--- config.mk ---
export PLATFORM = sky130hd
export DESIGN_NAME = comp_in_arb
export DESIGN_NICKNAME = d
export VERILOG_FILES = /design/src/rtl/comp_pkg.sv /design/src/rtl/rr_arb.sv /design/src/rtl/comp_in_arb.sv
export SDC_FILE = /design/constraint.sdc
export NUM_CORES = 1
export LEC_CHECK = 0
export ABC_AREA = 0
export BUFFER_PORTS_ARGS = -buffer_cell sky130_fd_sc_hd__buf_4
export CORE_AREA = 2 2 136 138
export CTS_BUF_LIST = sky130_fd_sc_hd__clkbuf_8 sky130_fd_sc_hd__clkbuf_16
export CTS_CLUSTER_DIAMETER = 30
export DETAILED_ROUTE_END_ITERATION = 10
export DIE_AREA = 0 0 138 140
export GPL_ROUTABILITY_DRIVEN = 0
export PLACE_DENSITY_LB_ADDON = 0.12
export SLEW_MARGIN = 10
export SYNTH_ARGS = -nofsm -noshare
export SYNTH_HDL_FRONTEND = slang
export SYNTH_HIERARCHICAL = 1
export SYNTH_SLANG_ARGS = --single-unit
--- constraint.sdc ---
create_clock -name clk -period 2.6 [get_ports clk]
set_clock_uncertainty 0.15 [all_clocks]
set_input_delay 0.26 -clock clk [delete_from_list [all_inputs] [get_ports clk]]
set_output_delay 0.26 -clock clk [all_outputs]
set_load 0.05 [all_outputs]
--- src/rtl/comp_pkg.sv ---
// comp_pkg: constants and enums shared by the compression front end
package comp_pkg;
  localparam int BLK_BEATS = 8;
  localparam int D_WIDTH = 64;
  typedef enum logic {ARB_IDLE, ARB_BURST} arb_state_t;
  typedef enum logic [1:0] {ERR_NONE, ERR_STRAY, ERR_SOP, ERR_EOP} err_cause_t;
endpackage

--- src/rtl/rr_arb.sv ---
// rr_arb: combinational round-robin pick of the first request at or after ptr
module rr_arb #(
  parameter int N = 4,
  parameter int W = $clog2(N)
) (
  input  logic [N-1:0] req,
  input  logic [W-1:0] ptr,
  output logic [W-1:0] id,
  output logic         any
);
  int j;
  // scan from the farthest offset down so the nearest request at/after ptr wins
  always_comb begin
    id = '0;
    any = 1'b0;
    j = 0;
    for (int i = N - 1; i >= 0; i--) begin
      j = int'(ptr) + i;
      j = j >= N ? j - N : j;
      if (req[j]) begin
        id = W'(j);
        any = 1'b1;
      end
    end
  end
endmodule

--- src/rtl/comp_in_arb.sv ---
// comp_in_arb: round-robin arbiter granting one requester a whole block at a time
module comp_in_arb #(
  parameter int N_REQ = 4,
  parameter int D_WIDTH = comp_pkg::D_WIDTH,
  parameter int BLK_BEATS = comp_pkg::BLK_BEATS,
  parameter int ID_W = $clog2(N_REQ)
) (
  input  logic                     clk,
  input  logic                     rst,
  input  logic [N_REQ*D_WIDTH-1:0] req_data_i,
  input  logic [N_REQ-1:0]         req_valid_i,
  input  logic [N_REQ-1:0]         req_sop_i,
  input  logic [N_REQ-1:0]         req_eop_i,
  output logic [N_REQ-1:0]         req_ready_o,
  output logic [D_WIDTH-1:0]       data_o,
  output logic                     valid_o,
  output logic                     sop_o,
  output logic                     eop_o,
  input  logic                     ready_i,
  output logic [ID_W-1:0]          gnt_id_o,
  output logic                     busy_o,
  output logic                     err_o
);
  import comp_pkg::*;
  localparam int CW = $clog2(BLK_BEATS);
  arb_state_t state, state_nxt;
  err_cause_t cause;
  logic [ID_W-1:0] gnt_id, rr_ptr, win_id;
  logic [CW-1:0] beat_cnt;
  logic [N_REQ-1:0] cand, stray;
  logic any_cand, burst, first, last, hs;
  assign cand = req_valid_i & req_sop_i;
  assign stray = req_valid_i & ~req_sop_i;
  assign burst = state == ARB_BURST;
  assign gnt_id_o = gnt_id;
  rr_arb #(.N(N_REQ), .W(ID_W)) u_rr (
    .req(cand),
    .ptr(rr_ptr),
    .id(win_id),
    .any(any_cand)
  );
  // datapath mux, regenerated framing, stray discard and framing checks; idle-side
  // outputs are masked by rst so nothing leaks out while reset is held
  always_comb begin
    busy_o = burst;
    valid_o = burst & req_valid_i[gnt_id];
    data_o = burst ? req_data_i[int'(gnt_id)*D_WIDTH +: D_WIDTH] : '0;
    first = beat_cnt == '0;
    last = beat_cnt == CW'(BLK_BEATS - 1);
    sop_o = valid_o & first;
    eop_o = valid_o & last;
    hs = valid_o & ready_i;
    req_ready_o = burst ? N_REQ'(ready_i) << gnt_id : (rst ? '0 : stray);
    cause = !burst ? ((|stray && !rst) ? ERR_STRAY : ERR_NONE) :
            !hs ? ERR_NONE :
            req_sop_i[gnt_id] != first ? ERR_SOP :
            req_eop_i[gnt_id] != last ? ERR_EOP : ERR_NONE;
    err_o = cause != ERR_NONE;
    state_nxt = burst ? ((hs && last) ? ARB_IDLE : ARB_BURST) : (any_cand ? ARB_BURST : ARB_IDLE);
  end
  // state, grant owner, beat counter and round-robin pointer
  always_ff @(posedge clk or posedge rst) begin
    if (rst) begin
      state <= ARB_IDLE;
      rr_ptr <= '0;
      beat_cnt <= '0;
      gnt_id <= '0;
    end else begin
      state <= state_nxt;
      if (!burst && any_cand) begin
        gnt_id <= win_id;
        beat_cnt <= '0;
      end
      if (hs) beat_cnt <= beat_cnt + 1'b1;
      if (hs && last) rr_ptr <= gnt_id == ID_W'(N_REQ - 1) ? '0 : gnt_id + 1'b1;
    end
  end
endmodule

**Word-level counts from Yosys, hierarchy flattened**

Index checks and enable logic that the tools add are counted.
W data, S select, Z words.

- Register bits: 8
- Bits of input ports: 271
- Output and inout port bits: 75
- Logic and storage cells: 88

- Add/subtract/negate cells: 9
- Order comparisons: 9
- Eq/ne operators: 4
- Shift operators: 2
- Mux-type cells: 44
- Bitwise gates (word level): 7
- Reduce and logical (&&, ||, !) cells: 9

Operators with widths:

| cell | count |
|---|---|
| $shiftx A256 B9 Y64 | 1 |
| $lt A32 B4 Y1 const B | 4 |
| $mux W32 | 4 |
| $ge A32 B4 Y1 const B | 3 |
| $sub A32 B4 Y32 const B | 3 |
| $mux W64 | 1 |
| $mux W1 | 19 |
| $mux W2 | 9 |
| $bmux W1 S2 | 7 |
| $and A4 B4 Y4 | 2 |
| $mux W4 | 2 |
| $add A2 B2 Y3 const B | 2 |
| $mux W3 | 2 |
| $and A1 B1 Y1 | 4 |
| $not A4 Y4 | 1 |
| $reduce_bool A2 Y1 | 2 |
| $reduce_or A4 Y1 | 1 |
| $shl A1 B2 Y4 | 1 |
| $sub A2 B3 Y4 const B | 1 |
| $add A2 B1 Y3 const B | 1 |
| $add A3 B1 Y3 const B | 1 |
| $eq A3 B3 Y1 const B | 1 |
| $ge A2 B3 Y1 const B | 1 |
| $logic_and A1 B1 Y1 | 3 |
| 6 further kinds | 8 |

**Longest topological paths before layout**

Gate-level depths: netlist of run 1.

- Depth after elaboration: 13
- Depth in mapped cells: 6
- Mapped depth without buffers: 6

**By module**

Netlist of run 1, hierarchy kept.

By module, submodules not included:

| module | times used | cells an instance | area each (um^2) | seq. area each (um^2) |
|---|---|---|---|---|
| comp_in_arb | 1 | 216 | 2,600.0 | 200.2 |
| rr_arb | 1 | 13 | 77.6 | 0.0 |

**Worst setup path before layout of run 1**

Ideal clock, no wire load.

- Kind: register to output
- Start point: register gnt_id[0], in the netlist gnt_id_o[0]
- End point: output err_o
- Arrival time: 2.625 ns
- Required time: 2.190 ns
- Slack: -0.435 ns
- Stages on the path, launching flop included: 6
- Path buffers: 1
- Cells stage by stage: dfrtp_1 > buf_6 > mux4_2 > xnor2_1 > nor2_1 > o21ai_0

- Longest elaborated chain between the ends: 8
- Elaborated cells on any way between the ends: 15
- Classes of those cells: eq/ne: 2; mux: 10; bitwise: 2; reduce/logical: 1

Ends and longest elaborated chain:

| what | line | RTL |
|---|---|---|
| start: declaration | comp_in_arb.sv:28 | `logic [ID_W-1:0] gnt_id, rr_ptr, win_id;` |
| start signal: assignment | comp_in_arb.sv:71 | `gnt_id <= win_id;` |
| $bmux W1 S2 | comp_in_arb.sv:57 | `req_eop_i[gnt_id] != last ? ERR_EOP : ERR_NONE;` |
| $mux W1 (implied by the code) | comp_in_arb.sv:57 |  |
| $ne A1 B1 Y1 | comp_in_arb.sv:57 |  |
| $mux W2 | comp_in_arb.sv:57 |  |
| $mux W2 | comp_in_arb.sv:56 | `req_sop_i[gnt_id] != first ? ERR_SOP :` |
| $mux W2 * | comp_in_arb.sv:55 | `!hs ? ERR_NONE :` |
| $mux W2 * | comp_in_arb.sv:54 | `cause = !burst ? ((\|stray && !rst) ? ERR_STRAY : ERR_NONE) :` |
| $reduce_bool A2 Y1 * | comp_in_arb.sv:58 | `err_o = cause != ERR_NONE;` |
| end: declaration | comp_in_arb.sv:22 | `output logic err_o` |

Every way passes the cells marked *; elsewhere a longest branch is shown, timed or not. The select of a mux whose other input is x is not followed.

**Worst setup path after layout of run 1**

- Start point: register gnt_id[0], in the netlist gnt_id_o[0]
- End point: output data_o[1]

- Longest elaborated chain between the ends: 2

Ends and longest elaborated chain:

| what | line | RTL |
|---|---|---|
| $shiftx A256 B9 Y64 | comp_in_arb.sv:47 | `data_o = burst ? req_data_i[int'(gnt_id)*D_WIDTH +: D_WIDTH] : '0;` |
| $mux W64 | comp_in_arb.sv:47 |  |
| end: declaration | comp_in_arb.sv:15 | `output logic [D_WIDTH-1:0] data_o,` |

Every way passes these cells.

==> results of run 1 <==
==> sequential cells by signal (all words and copies together), names as in the netlist <==
| signal | cells |
|---|---|
| busy_o | 1 |
| gnt_id_o | 2 |
| rr_ptr | 2 |
| beat_cnt | 3 |
==> power by group through the flow <==
stage / Sequential [W] / Combinational [W] / Clock, W
after floorplan: 0.000280 / 0.00451 / 0
after global placement: 0.000364 / 0.00617 / 0
after detailed placement: 0.000372 / 0.00620 / 0
after CTS: 0.000369 / 0.00620 / 0.000267
after global routing: 0.000389 / 0.00646 / 0.000275
final: 0.000360 / 0.00612 / 0.000262
==> layer usage <==
layer / up-vias / wire length, um / track usage (%)
met4: 0 / 165 / 2.09
met1: 1630 / 4810 / 14.8
met3: 12 / 1110 / 3.04
li1: 1567 / - / -
met2: 203 / 7800 / 27.5
met5: - / 0 / 0
==> critical path, delay by kind of cell, from the launching register on <==
family | cells | cell delay, ns
buffers and inverters | 2 | 0.49
DFF | 1 | 0.51
muxes | 1 | 0.56
and+or+nand+nor | 1 | 0.18
==> timing repair <==
item                                   4_1_cts  5_1_grt
endpoints found under the hold margin        8        0
hold buffers                                 1        0
setup endpoints to repair                    0        0
==> cell usage after synthesis, drive strengths merged <==
cell     n
a41o     1
and2    69
mux2     4
a211oi   2
o21ai    1
o22ai    5
nand3    3
nand2    7
or2      1
xor2     1
mux4    67
nor2     7
nand2b   9
nor3b    1
o211ai   1
mux2i    2
ha       4
xnor2    1
dfrtp    8
and3     2
a31oi    1
nor2b    1
inv      5
buf     13
a21oi    2
clkbuf  11
==> kinds of logic (layout without fill, tap and decap cells) <==
family,after synthesis,count (layout),synth area share (%)
flip-flops,8,8,7.48
AND/OR/NAND/NOR,100,100,22.2
buffers and inverters,29,361,5.61
adder cells (fa/ha/maj),4,4,1.87
multiplexers,73,73,58.8
AO/OA/AOI/OAI,13,13,3.36
XOR/XNOR,2,2,0.654
==> metrics by stage <==
stage          total power [W]  cell area (um^2)  hold WS [ns]  cells  worst slack [ns]
6_report               0.00674              5620         0.141    790             0.215
5_1_grt                0.00712              5620         0.155    790            0.0999
4_1_cts                0.00684              5620         0.142    790             0.181
3_5_place_dp           0.00657              5530         0.108    785             0.426
3_3_place_gp           0.00654              5530         0.107    785             0.430
2_1_floorplan          0.00479              2680       -0.0743    229            0.0346
==> placed cells by master, fill, tap and decap left out, types with 2 or more instances in the layout <==
master and instances:
nor2_1 7, and2_1 68, mux2_1 2, a21oi_1 2
dfrtp_4 2, buf_4 347, dfrtp_1 5, mux2_2 2
inv_1 6, nand2_1 7, ha_1 4, mux4_2 67
mux2i_1 2, and3_1 2, nand2b_1 9, o22ai_1 5
buf_12 4, clkbuf_16 3, nand3_1 2
==> worst paths after layout <==
check,startpoint,to,slack [ns],cells after the start
setup / recovery,gnt_id_o[0],data_o[1],0.21,4
hold / removal,ready_i,busy_o,0.14,2
setup reg to reg,gnt_id_o[1],rr_ptr[0],0.59,4
hold reg to reg,beat_cnt[0],beat_cnt[0],0.36,1
max in group asynchronous,rst,gnt_id_o[1],1.59,3
min in group asynchronous,rst,beat_cnt[1],0.42,3
==> cell type report <==
| cell class | instances | share of cell area [%] |
|---|---|---|
| clock buffer | 3 | 1.34 |
| clock inverter | 1 | 0.0668 |
| inverter | 5 | 0.334 |
| multi-input combinational | 192 | 41.5 |
| sequential | 8 | 3.72 |
| tap | 229 | 5.10 |
| timing repair buffer | 352 | 48.0 |
==> out/results.txt, run 1 <==
The run finished with clean final reports. Among all stages on the critical path, the largest delay is contributed by mux4_2. The tools report the post-cts gate resize count as 0. Utilization after layout: 31.6%. The average cell area after synthesis is 11.7 um^2, and the clock share of power is 3.9%. During placement, the flow inserted port buffers numbering 345. The cell leakage power came out at 2.57 nW. In this run the remaining antenna-violating nets after routing total 0. CTS H-tree depth: 1. After synthesis, the cell types taking the most area are mux4_2 56%, and2_1 16%, dfrtp_1 7.5%. The largest single stage delay on the critical path is 0.56 ns.

Max-cap violations in this run came to 0. After floorplanning, the core was divided into 49 placement rows. The time the final worst path needs with I/O delays and setup was 2.39 ns. The biggest area contributor in the post-synthesis netlist is mux4_2.

0 antenna diodes ended up in the layout. Global routing used 13.7% of the available tracks. Once the floorplan was initialized, standard cells occupied 15.1% of the core. The core region is 0.0178 mm^2. The tools report the max-slew headroom at the worst pin as 71.1%.

Via count of the first global-routing pass: 3911. The net switching power figure was 0.00381 W; the number of top-level pins was 346. The total die area is 0.0193 mm^2, and the CTS buffer count is 3. Power spread over the standard cell area amounts to 1200 mW/mm^2. The detail-routed via count per cell was 4.32; the critical path data required time was 2.19 ns. The sequential element share of the synthesized area came out at 7.48%. Timing would allow up to 419 MHz. The average wire per cell in the routed design is 17.6 um, and the design internal power is 0.00293 W. The run gives 90.8% as the fraction of power consumed by combinational cells. Setup violations remaining at the end of the flow were counted as 0.

The path type of the worst setup path is reg -> out. The hold violation count in the final report is 0. Setup repair after global routing left no endpoint under its margin. Fraction of the cycle the final worst path needs: 91.7%. After routing, the total negative slack on setup checks comes to 0 ns. The tools report the startpoint type of the worst setup path as a flip-flop.

After clock tree synthesis, the clock-pin slew on the worst setup and hold paths is 0.04 ns. After filler insertion, the fill cell instance count of the layout stands at 1887. The Yosys step of the flow raised 6 warnings. Number of vias after detailed routing: 3412. Walking the worst path, the cells encountered are buf_12, mux4_2, and2_1, buf_4. After global routing the overflow that remains totals 0. For this design, the sink count on the clock tree is 8. The final layout contains 837 nets. The worst setup path is captured at an output pin. The number of max-slew violations in the final report is 0. Entering global routing, the biggest net connects 35 pins. The top fanout value on the critical path is 34, and the DRC violation count after routing is 0.

The arrival time at the worst endpoint is 1.98 ns, and the number of antenna violations at the first check in global routing is 0. The area of all sequential standard cells was 209 um^2; the synthesized flop and latch total was 8. The worst-case IR drop observed on VDD is 0.763 mV. The tree is rooted in a clkbuf_16.

Fraction of final layout cells sized beyond drive strength 1: 76.8%. For this run, the detailed router's first-pass iteration total came to 4. The die is 140 um tall. The clock latency at the later pin of the worst-skew pair was 0.23 ns; the area growth from synthesis to final layout was 110%.

After the first detailed-routing iteration, the DRC count stood at 64. After legalization and detailed placement, the total HPWL measured 12000 um. In this run the deepest clock path goes through 2 buffers. After detailed routing, the total wire length is 13900 um.

The number of setup buffers added after CTS came out at 0. For the cell count after synthesis, the log shows 229. TritonCTS built the clock tree. For the unique cell type count in the Yosys netlist, the log shows 31. The class of the tightest hold or removal check was in -> reg. The synthesized net count is 504, and the horizontal extent of the die is 138 um. The top-area cell type share of the netlist area is 56.4%, and the global-route wire length before repair is 21200 um. At the pin with the least slew margin, the transition time is 0.434 ns. The area of combinational cells with multiple inputs was 0.00233 mm^2.

The switching part of the total came out at 56.5%. The synthesized netlist occupies a cell area of 0.00268 mm^2. Per report_power, the sequential group accounts for 5.3% of the total.
No activity file was read; power rests on OpenSTA's default activity.
==> run 2, diff against run 1 <==
--- a/config.mk
+++ b/config.mk
@@ -5,13 +5,13 @@
 export SDC_FILE = /design/constraint.sdc
 export NUM_CORES = 1
 export LEC_CHECK = 0
-export ABC_AREA = 0
+export ABC_AREA = 1
 export BUFFER_PORTS_ARGS = -buffer_cell sky130_fd_sc_hd__buf_4
-export CORE_AREA = 2 2 136 138
+export CORE_AREA = 2 2 135 137
 export CTS_BUF_LIST = sky130_fd_sc_hd__clkbuf_8 sky130_fd_sc_hd__clkbuf_16
 export CTS_CLUSTER_DIAMETER = 30
 export DETAILED_ROUTE_END_ITERATION = 10
-export DIE_AREA = 0 0 138 140
+export DIE_AREA = 0 0 137 139
 export GPL_ROUTABILITY_DRIVEN = 0
 export PLACE_DENSITY_LB_ADDON = 0.12
 export SLEW_MARGIN = 10
@@ -19,3 +19,4 @@
 export SYNTH_HDL_FRONTEND = slang
 export SYNTH_HIERARCHICAL = 1
 export SYNTH_SLANG_ARGS = --single-unit
+export TNS_END_PERCENT = 100
==> run 2 against run 1 <==
Via count rose by 51%. Register-to-register slack improved by 0.20 ns. Non-clock buffer count rose by 13. Clock power barely moved. Largest cell class unchanged.
==> out/results.txt, run 2 <==
The flow ran to the end, and the final reports show no timing, DRC or antenna violations. Leaving out fill and tap cells, the most frequent cell in the layout is buf_4. For the number of warning messages in the yosys log, the log shows 6 (unchanged). The worst setup path is launched from a flip-flop. The worst hold path terminates at beat_cnt[2]. The number of cells traversed by the worst register-to-register path was 5 (+1); the smallest hold slack was 0.250 ns (+0.109 ns). The run gives 1.96 ns (-0.02 ns) as the arrival time at the worst endpoint. Yosys attributes the largest share of cell area to nor2_1 31%, o21ai_1 10%, o21ai_0 8.6%. The number of max-slew violations in the final report was 0 (unchanged). For the global-route wire length before repair, the log shows 26900 um (+27%).

The highest clock frequency the design can meet is 422 MHz (+0.53%). The tools report the number of sinks driven by the clock tree as 8 (unchanged). The logs give 0 (unchanged) for the post-cts gate resize count and 62.2% (-8.9 points) for the max-slew headroom at the worst pin.

The logs give 18300 um (+31%) for the total routed wirelength and 0.0190 mm^2 (-1.4%) for the total die area. The tools report the sum of overflow across all layers after global routing as 0 (unchanged). The combined global-route utilization of all metal layers came out at 17.7% (+4.0 points). The sequential element share of the synthesized area is 6.71% (-0.77 points). Detail-routed via count per cell: 4.47 (+3.4%). The unique cell type count in the Yosys netlist is 28 (-9.7%), and the hold violation count in the final report is 0 (unchanged). The run gives 0 (unchanged) as the DRC violation count after routing. The tightest min-delay check is of the in -> reg type.

The startpoint of the most critical hold path is ready_i. Area growth from synthesis to final layout: 98.7%. The tools report the starting utilization of the core area as 16.9% (+1.8 points).

The average cell area after synthesis came out at 4.94 um^2 (-58%). TritonCTS built the clock tree. The CTS H-tree depth is 1 (unchanged). The CTS buffer count is 3 (unchanged).

The area of the core is 0.0177 mm^2 (-0.69%), and the number of enable flip-flop cells after synthesis is 0 (unchanged). The critical path data required time is 2.19 ns (about the same). Among all flip-flop cells after synthesis, the most frequent one is dfrtp_1. The average wire per cell in the routed design was 15.8 um (-10%); the final setup TNS was 0 ns (unchanged). The number of iterations in the first detailed-routing pass was 4 (unchanged). For the max capacitance violation total, the log shows 0 (unchanged). The clock latency at the later pin of the worst-skew pair was 0.23 ns (about the same); the fraction of final layout cells sized beyond drive strength 1 was 43.5% (-33 points). The worst setup path is captured at an output pin. The tools report the register-to-register path setup slack as 0.79 ns (+0.20 ns).

The fraction of the cycle the final worst path needs is 91.2% (-0.48 points), and the horizontal extent of the die is 137 um (-0.72%). Maximum number of pins on one net before global-route repair: 80 (+130%). For the HPWL reported at the end of detailed placement, the log shows 14800 um (+23%). For the utilization after layout, the log shows 33.6% (+2.0 points). For the number of top-level pins, the log shows 346 (unchanged). The number of buffers on the longest clock path is 2 (unchanged), and the placement row count is 49 (unchanged). The most flop-heavy register was beat_cnt. The number of vias after detailed routing came out at 5159 (+51%). The critical path goes through inv_4, buf_12, buf_4, nor2_1, o32ai_1, buf_4. The post-route antenna net violation count was 0 (unchanged). The run gives 5008 (+28%) as the via count of the first global-routing pass.

The tools report the number of antenna violations at the first check in global routing as 1 (+1). The clock transition at the registers of the reported paths was 0.04 ns (about the same); the net count of the finished layout was 1202 (+44%). The run gives 0.00298 mm^2 (+11%) as the cell area after synthesis. For the starting DRC count in detailed routing, the log shows 159 (+150%).

The transition time of the tightest slew-check pin works out to 0.568 ns (+0.134 ns). The tools report the peak supply drop as 0.815 mV (+6.8%). The library cell contributing the largest single delay on the critical path was dfrtp_4. The master cell of the clock root buffer is clkbuf_16. Origin of the worst setup path: gnt_id_o[0]. The cell count after synthesis is 604 (+160%). The time the final worst path needs with I/O delays and setup came out at 2.37 ns (-0.0126 ns). The top-area cell type share of the netlist area works out to 30.6% (-26 points). The startpoint of the most critical register-to-register path is busy_o. The total setup violations reported at the end of the flow came out at 0 (unchanged). The area of all sequential standard cells was 205 um^2 (-1.8%). The share of synthesized registers carrying an async set or reset was 100% (unchanged).

The worst register-to-register path ends at beat_cnt[1]. The number of flip-flops in the largest register is 3 (unchanged). Quantity of I/O buffers inserted on ports: 345 (unchanged).

Setup repair after global routing left no endpoint under its margin. The synthesized net count came out at 879 (+74%). The most common cell in the synthesized netlist is nor2_1.

The total power was 0.00892 W (+32%); the cell leakage power was 2.99 nW (+16%). The most numerous cell type found on the critical path is buf_4. The number of cells on the worst hold path works out to 4 (+2). The commonest cells after synthesis are 243 x nor2_1, 61 x o21ai_1, 54 x nand2_1, 51 x o21ai_0, 45 x a21oi_1. For the post-detailed-placement cell area, the log shows 0.00584 mm^2 (+5.7%). The overall die height works out to 139 um (-0.71%). Power density over the cells: 1500 mW/mm^2 (+25%).

The path type of the worst setup path was reg -> out. The tools report the final cell area excluding filler cells as 0.00593 mm^2 (+5.5%). The critical path's largest stage delay works out to 0.57 ns (about the same). The tools report the area of combinational cells with multiple inputs as 0.00243 mm^2 (+4.1%). The tools report the fill cell instance count of the final layout as 2046 (+8.4%). The synthesized flop and latch total works out to 8 (unchanged). nor2_1 takes more of the synthesized area than any other cell. The top fanout value on the critical path is 31 (-8.8%).

The top cell types in the final layout, fill and taps aside, are 358 x buf_4, 243 x nor2_1, 61 x o21ai_1, 54 x nand2_1, 51 x o21ai_0.
==> run 2: repair_timing <==
action	in CTS	in global routing
hold endpoints to repair	8	0
hold buffers	1	0
setup buffers	0	0
==> run 2: worst max-delay path by stage <==
stage | to | slack [ns] | cells after the start
6_report | data_o[8] | 0.23 | 6
3_5_place_dp | data_o[8] | 0.48 | 6
2_1_floorplan | data_o[21] | -0.27 | 5
3_3_place_gp | data_o[8] | 0.51 | 6
5_1_grt | data_o[8] | 0.14 | 6
4_1_cts | data_o[8] | 0.22 | 6
==> run 2: power breakdown <==
part	internal [W]	switching, W
registers	0.000179	0.000113
logic	0.00266	0.00571
clock network	0.000199	0.0000635
==> run 2: per-layer routing <==
metal	vias up	track usage, %	part of all wire [%]
li1	2638	-	-
met1	2275	21.3	40
met2	234	32.1	49
met3	12	3.76	8.9
met4	0	2.98	1.8
met5	-	0	0
==> run 2: cells by family (layout without fill, tap and decap cells) <==
family	count (synthesis)	in the layout	synth area share (%)
fa+ha+maj	4	4	1.68
other cells	0	1	0
buf+inv	77	398	13.8
compound gates	183	183	33.6
flops	8	8	6.71
simple gates	332	332	44.2
==> run 2: area by class of cell <==
type / count / share of cell area (%)
Antenna cell: 1 / 0.0422
Tap cell: 229 / 4.83
Timing Repair Buffer: 365 / 47.5
Clock buffer: 3 / 1.27
Multi-Input combinational cell: 519 / 40.9
Sequential cell: 8 / 3.46
Inverter: 30 / 1.98
==> run 2: stage by stage <==
stage               setup WS (ns)  std cells
detailed placement          0.480       1150
floorplan                  -0.272        604
CTS                         0.219       1154
global placement            0.512       1150
finish                      0.228       1155
global route                0.138       1155
==> run 2: critical path: cells and delay by family, from the launching register on <==
family,cells,cell delay [ns]
buffers and inverters,4,0.84
flip-flops,1,0.57
AO/OA/AOI/OAI,1,0.25
AND/OR/NAND/NOR,1,0.05
